[config.mk]
export PLATFORM = sky130hd
export DESIGN_NAME = divider_control_flat
export DESIGN_NICKNAME = d
export VERILOG_FILES = /design/src/rtl/divider_control_if.sv /design/src/rtl/divider_control.sv /design/src/flat_wrapper.sv
export SDC_FILE = /design/constraint.sdc
export NUM_CORES = 1
export LEC_CHECK = 0
export BUFFER_PORTS_ARGS = -buffer_cell sky130_fd_sc_hd__buf_2
export CAP_MARGIN = 5
export CORE_AREA = 8 8 45 47
export DETAILED_ROUTE_END_ITERATION = 8
export DIE_AREA = 0 0 53 55
export PLACE_DENSITY = 0.7
export REMOVE_ABC_BUFFERS = 1
export SYNTH_ARGS = -nofsm -noshare
export SYNTH_HDL_FRONTEND = slang
export SYNTH_SLANG_ARGS = --single-unit
[constraint.sdc]
create_clock -name clk -period 2.3 [get_ports clk]
set_clock_uncertainty 0.2 [all_clocks]
set_input_delay 0 -clock clk [delete_from_list [all_inputs] [get_ports clk]]
set_output_delay 0 -clock clk [all_outputs]
set_load 0.02 [all_outputs]
[src/rtl/divider_control_if.sv]
// Control handshake between the divider sequencer and its datapath.
// master is the sequencer side; slave is the datapath/requester side.
interface divider_control_if;
  logic       start;
  logic       sign;
  logic       load;
  logic       add;
  logic       shift;
  logic       inbit;
  logic [1:0] sel;
  logic       busy;
  logic       done;

  modport master (
    input  start,
    input  sign,
    output load,
    output add,
    output shift,
    output inbit,
    output sel,
    output busy,
    output done
  );

  modport slave (
    output start,
    output sign,
    input  load,
    input  add,
    input  shift,
    input  inbit,
    input  sel,
    input  busy,
    input  done
  );
endinterface

[src/rtl/divider_control.sv]
// Sequencer for the 8-bit by 7-bit restoring divider datapath.
// Outputs are registered from the next state so they are glitch-free.
module divider_control (
  input  logic               clk,
  input  logic               reset,
  divider_control_if.master  bus
);

  typedef enum logic [2:0] {
    IDLE,
    LOAD,
    SUB,
    RESTORE,
    SETBIT,
    DONE
  } state_t;

  state_t     state;
  state_t     nxt;
  logic [2:0] cnt;

  always_comb begin
    nxt = state;
    unique case (state)
      IDLE:    if (bus.start) nxt = LOAD;
      LOAD:    nxt = SUB;
      SUB:     nxt = bus.sign ? RESTORE : SETBIT;
      RESTORE,
      SETBIT:  nxt = (cnt == 3'd0) ? DONE : SUB;
      DONE:    nxt = bus.start ? LOAD : IDLE;
      default: nxt = IDLE;
    endcase
  end

  always_ff @(posedge clk) begin
    if (reset) begin
      state     <= IDLE;
      cnt       <= 3'd0;
      bus.load  <= 1'b0;
      bus.add   <= 1'b0;
      bus.shift <= 1'b0;
      bus.inbit <= 1'b0;
      bus.sel   <= 2'b11;
      bus.busy  <= 1'b0;
      bus.done  <= 1'b0;
    end else begin
      state <= nxt;

      if (nxt == LOAD)
        cnt <= 3'd7;
      else if ((state == RESTORE || state == SETBIT)
               && cnt != 3'd0)
        cnt <= cnt - 3'd1;

      // hold pattern: remainder register recirculates
      bus.load  <= 1'b0;
      bus.add   <= 1'b0;
      bus.shift <= 1'b0;
      bus.inbit <= 1'b0;
      bus.sel   <= 2'b11;
      bus.busy  <= 1'b0;
      bus.done  <= 1'b0;

      unique case (nxt)
        LOAD: begin
          bus.load  <= 1'b1;
          bus.sel   <= 2'b10;
          bus.shift <= 1'b1;
          bus.busy  <= 1'b1;
        end
        SUB: begin
          bus.sel  <= 2'b01;
          bus.busy <= 1'b1;
        end
        RESTORE: begin
          bus.add   <= 1'b1;
          bus.sel   <= 2'b01;
          bus.shift <= 1'b1;
          bus.busy  <= 1'b1;
        end
        SETBIT: begin
          bus.shift <= 1'b1;
          bus.inbit <= 1'b1;
          bus.busy  <= 1'b1;
        end
        DONE:    bus.done <= 1'b1;
        default: ;
      endcase
    end
  end

endmodule

[src/flat_wrapper.sv]
// flat-port wrapper written by rule: the top's interface ports become plain ports
module divider_control_flat 
  (clk, reset, bus_start, bus_sign, bus_load, bus_add, bus_shift, bus_inbit, bus_sel, bus_busy, bus_done);
  divider_control_if bus_i ();
  input  logic clk;
  input  logic reset;
  input wire logic [$bits(bus_i.start)-1:0] bus_start;
  input wire logic [$bits(bus_i.sign)-1:0] bus_sign;
  output wire logic [$bits(bus_i.load)-1:0] bus_load;
  output wire logic [$bits(bus_i.add)-1:0] bus_add;
  output wire logic [$bits(bus_i.shift)-1:0] bus_shift;
  output wire logic [$bits(bus_i.inbit)-1:0] bus_inbit;
  output wire logic [$bits(bus_i.sel)-1:0] bus_sel;
  output wire logic [$bits(bus_i.busy)-1:0] bus_busy;
  output wire logic [$bits(bus_i.done)-1:0] bus_done;
  assign bus_i.start = bus_start;
  assign bus_i.sign = bus_sign;
  assign bus_load = bus_i.load;
  assign bus_add = bus_i.add;
  assign bus_shift = bus_i.shift;
  assign bus_inbit = bus_i.inbit;
  assign bus_sel = bus_i.sel;
  assign bus_busy = bus_i.busy;
  assign bus_done = bus_i.done;
  divider_control u_core (.clk(clk), .reset(reset), .bus(bus_i));
endmodule
; Yosys cells after proc, flatten, opt, wreduce, memory -nomap -nowiden
; Cells that the tools add are included.
[totals]
reg_bits = 14
latch_bits = 0
ram_bits = 0
rom_bits = 0
in_bits = 4
output_inout_bits = 8
word_cells = 44
memories = 0
[op_classes]
addsub = 1
multipliers = 0
div = 0
order_cmp = 0
n_eq_ne = 10
shift = 0
n_mux = 14
bitwise = 0
reduce_logical = 10
[op_table]
columns = operator, n
row1 = two-way mux 3 bit, 5
row2 = one-hot mux 3 bit (5 select lines), 1
row3 = "== test 3 x 2 -> 1 bit, second input constant", 4
row4 = "== test 3 bit, second input constant", 4
row5 = two-way mux 1 bit, 7
row6 = "== test 3 x 1 -> 1 bit, second input constant", 2
row7 = logical NOT 3 bit, 2
row8 = one-hot mux 2 bit (2 select lines), 1
row9 = OR reduction 2 bit, 2
row10 = OR reduction 4 bit, 1
row11 = nonzero test 3 bit, 1
row12 = OR reduction 3 bit, 1
row13 = "subtractor 3 x 1 -> 3 bit, second input constant", 1
row14 = nonzero test 2 bit, 1
row15 = logical AND 1 bit, 1
row16 = logical OR 1 bit, 1

; Depth between registers and ports, before layout
[logic_depth]
ltp_word = 6
depth_mapped = 6

; Least setup slack after synthesis
; OpenSTA, ideal clock, no wires.
[synth_path]
path_type = register -> register
start = register u_core.state[0]
end = register u_core.cnt[1]
setup_ns = 0.070
t_arrival_ns = 1.440
required_time_ns = 2.030
path_slack_ns = 0.590
path_stages_with_launch = 6
n_path_buf = 1
cell_sequence = dfxtp_1 buf_6 or3b_4 a21oi_2 mux2_2 a21oi_1
[synth_via]
elab_chain_len = 5
[synth_lines]
columns = element, line
row1 = "start, declared", divider_control.sv:18  ; state_t state;
row2 = "start signal, assigned", divider_control.sv:47  ; state <= nxt;
row3 = == test 3 bit or == test 3 x 2 -> 1 bit (tied branches), "divider_control.sv:24, divider_control.sv:51"
row4 = OR reduction 2 bit, divider_control.sv:24  ; unique case (state)
row5 = one-hot mux 3 bit (5 select lines), divider_control.sv:24
row6 = == test 3 x 1 -> 1 bit, divider_control.sv:49  ; if (nxt == LOAD)
row7 = two-way mux 3 bit or nonzero test 2 bit (tied branches), n/a
row8 = "end signal, assigned", divider_control.sv:53  ; cnt <= cnt - 3'd1;
row9 = "end, declared", divider_control.sv:20  ; logic [2:0] cnt;
; Several ways; a longest one is shown, not always the timed one.
; A chain may end at the register's enable or synchronous reset.

; Worst setup path after layout
[layout_path]
start = register u_core.state[0]
end = register u_core.bus.shift
[layout_via]
elab_chain_len = 6
[layout_lines]
columns = element, line
row1 = == test 3 bit or == test 3 x 2 -> 1 bit (tied branches), divider_control.sv:24
row2 = OR reduction 2 bit, divider_control.sv:24
row3 = one-hot mux 3 bit (5 select lines) *, divider_control.sv:24
row4 = "== test 3 x 2 -> 1 bit, or another cell as far along", divider_control.sv:64  ; unique case (nxt)
row5 = OR reduction 3 bit (no line) *, n/a
row6 = two-way mux 1 bit *, divider_control.sv:64
row7 = "end signal, assigned", divider_control.sv:41  ; bus.shift <= 1'b0;
row8 = "end signal, assigned", divider_control.sv:68  ; bus.shift <= 1'b1;
row9 = "end signal, assigned", divider_control.sv:78  ; bus.shift <= 1'b1;
row10 = "end, declared", divider_control_if.sv:19  ; output shift,
; Mark *: on every way between the ends. The rest lies on a longest branch, timed or not.

==> impl_metrics.env <==
export IMPL_max_stage_delay_ns=0.60
export IMPL_vdd_drop_max_v=0.0005854
export IMPL_fin_crit_ns=1.921
export IMPL_synth_adder_area_share_pct=3.992
export IMPL_drt_initial_drc_count=12
export IMPL_postCtsSetupBuffers=0
export IMPL_start_util_pct=45.30
export IMPL_antenna_found_initial=0
export IMPL_synth_edf_count=0
export IMPL_max_slew_margin_pct=74.97
export IMPL_period_share_pct=83.52
export IMPL_gp_congestion=0.7541
export IMPL_max_freq_mhz=520.6
export IMPL_synthFlopType="dfxtp_1"
export IMPL_fp_row_count=14
export IMPL_synthToLayoutAreaGrowth_pct=21.56
export IMPL_finalMaxSlewViolations=0
export IMPL_grt_max_degree=13
export IMPL_r2r_cells=4
export IMPL_cp_end_kind="register"
export IMPL_synth_xor_area_share_pct=2.794
export IMPL_holdPathEnd="u_core.cnt[2]"
export IMPL_track_usage_pct=9.885
export IMPL_worst_hold_path_type="input pin to register"
export IMPL_crit_type="register to register"
export IMPL_yosysUniqueCellTypes=31
export IMPL_synth_top_family_by_area="simple AND/OR/NAND/NOR gates"
export IMPL_yosysWarnings=0
export IMPL_cts_hold_buf=4
export IMPL_clkLatencyLatePin_ns=0.28
export IMPL_synth_compound_area_share_pct=18.16
export IMPL_cts_made_buffers=3
export IMPL_grt_ovfl_total=0
export IMPL_worstPathCellList="or2_2 > nor4b_1 > dlygate4sd3_1 > a21o_1"
export IMPL_cts_sinks=14
export IMPL_ff2ff_setup_slack_ns=0.38
export IMPL_io_pins=12
export IMPL_syn_area_um2=626.9
export IMPL_tightest_slew_ns=0.3755
export IMPL_max_cap_violations=0
export IMPL_critPathRequiredTime_ns=2.33
export IMPL_root_buffer="clkbuf_4"
export IMPL_cts_clk_slew_worst_paths_ns=0.09
export IMPL_path_buf_inv=1
export IMPL_rr_startpoint="u_core.state[0]"
export IMPL_die_x_um=53
export IMPL_portBuffers=11
export IMPL_yosys_area_share_simple_pct=18.56
export IMPL_yosys_top_cells_count="14 x dfxtp_1, 7 x inv_1, 5 x nand2_1, 4 x a21oi_1, 4 x nor2_1"
export IMPL_yosys_area_top_type="dfxtp_1"
export IMPL_vias=502
export IMPL_core_area_um2=1384
export IMPL_wl_per_cell_um=12.06
export IMPL_n_fill_cell=141
export IMPL_synthDominantCellAreaShare_pct=44.71
export IMPL_hold_depth=3
export IMPL_nNetsFinal=91
export IMPL_synthMuxAreaShare_pct=4.990
export IMPL_grt_pass1_wl_um=2090
export IMPL_place_area_um2=685.7
export IMPL_grt_use_met1_pct=9.707
export IMPL_powerDensity_nw_per_um2=1072
export IMPL_ant_nets=0
export IMPL_critPathLaunchType="register"
export IMPL_synth_area_leaders="dfxtp_1 45%, inv_1 4.2%, ha_1 4.0%, a21o_1 3.6%, a21oi_1 3.2%"
export IMPL_cp_arrival_ns=1.95
export IMPL_dieArea_um2=2915
export IMPL_cts_max_path_buffers=2
export IMPL_synth_area_per_cell_um2=9.356
export IMPL_diodes=0
export IMPL_rsz0062_at_grt="no"
export IMPL_cts_tree="done"
export IMPL_synthArstFlopShare_pct=0
export IMPL_fin_util_pct=55.06
export IMPL_dpl_hpwl_um=883.9
export IMPL_status="finished, final reports clean"
export IMPL_die_y_um=55
export IMPL_cp_top_family="buffers and inverters"
export IMPL_setup_viol=0
export IMPL_cp_max_fo=9
export IMPL_finalInstanceArea_um2=762.0
export IMPL_met3_usage_pct=3.476
export IMPL_p_leak_nw=0.3417
export IMPL_htree_levels=1
export IMPL_vias_per_cell=5.020
export IMPL_grtUsageMet2_pct=16.80
export IMPL_cts_resized_gates=0
export IMPL_layout_drive_gt1_share_pct=23.81
export IMPL_drt_pass1_iterations=4
export IMPL_top_usage_layer="met2"
export IMPL_timing_final_ws_setup_ns=0.3791
export IMPL_min_from="reset"
export IMPL_whs_ns=0.2917
export IMPL_crit_path_top_delay_cell="dlygate4sd3_1"
export IMPL_fin_tns_setup_ns=0
export IMPL_timing_rr_end="u_core.bus.shift"
export IMPL_totalWireLength_um=1206
export IMPL_synth_most_common_cell="dfxtp_1"
export IMPL_hold_viol=0
export IMPL_dp_slack_ns=0.5443
export IMPL_grt_pass1_vias=500
export IMPL_yosysSeqAreaShare_pct=44.71
export IMPL_synth_seq_cells=14
export IMPL_synthCells=67
export IMPL_route_detailed_drc=0
## worst reg2reg max path, stage by stage (launching register included)
cell and delay [ns]:
dfxtp_1 0.40, or2_2 0.34, nor4b_1 0.24, dlygate4sd3_1 0.60
a21o_1 0.09
## report_power, final
group | total (mW) | internal (mW) | switching [mW]
clock | 0.177 | 0.0964 | 0.0803
combinational | 0.299 | 0.127 | 0.172
sequential | 0.341 | 0.299 | 0.0422
## sequential cells by signal, summed over array words and instances, names as in the netlist
name	cells
u_core.bus.busy	1
u_core.state	3
u_core.cnt	3
u_core.bus.load	1
u_core.bus.shift	1
u_core.bus.add	1
u_core.bus.inbit	1
u_core.bus.done	1
u_core.bus.sel	2
## how the worst max path moves through the flow
stage	from	endpoint	slack (ns)	cells past startpoint
floorplan	u_core.state[1]	u_core.cnt[1]	0.62	4
global placement	u_core.state[1]	u_core.cnt[1]	0.57	4
detailed placement	u_core.state[1]	u_core.cnt[1]	0.54	4
CTS	u_core.state[0]	u_core.bus.shift	0.37	4
global route	u_core.state[0]	u_core.bus.shift	0.24	4
finish	u_core.state[0]	u_core.bus.shift	0.38	4
## metrics by stage
step	cells	total power, mW
after floorplan	65	0.5661
after global placement	92	0.6363
after detailed placement	92	0.6433
after CTS	100	0.8268
after global routing	100	0.8827
final	100	0.8169
## cells by family (layout without fill, tap and decap cells)
logic type | count (synthesis) | after routing
xor+xnor | 2 | 2
simple gates | 21 | 21
buf+inv | 9 | 26
compound gates | 16 | 16
fa+ha+maj | 2 | 2
flops | 14 | 14
mux | 3 | 3
## cell usage in the layout (no fill, tap or decap), drive strengths merged, types with 2 or more instances in the layout
master       Yosys  routed
clkbuf           0       4
xnor2            2       2
nor2             4       4
dlygate4sd3      0       4
nand2b           2       2
dfxtp           14      14
ha               2       2
inv              7       7
mux2i            2       2
a21o             3       3
a21oi            5       5
buf              2      11
nand2            5       5
nor2b            2       2
## cell type report
cell class / count / area (µm²) / share of cell area (%)
inverters: 7 / 26.28 / 3.448
clock buffers: 4 / 36.28 / 4.762
multi-input cells: 44 / 304.0 / 39.90
flip-flops and latches: 14 / 280.3 / 36.78
well taps: 16 / 20.02 / 2.627
repair buffers: 15 / 95.09 / 12.48
## routing by layer
layer | wire, µm | part of all wire, % | vias up
met1 | 529 | 44 | 227
met2 | 571 | 47 | 9
met4 | 23 | 1.9 | 0
met5 | 0 | 0 | -
li1 | - | - | 262
met3 | 80 | 6.6 | 4
Note: power is estimated with default switching activity, not from simulation.
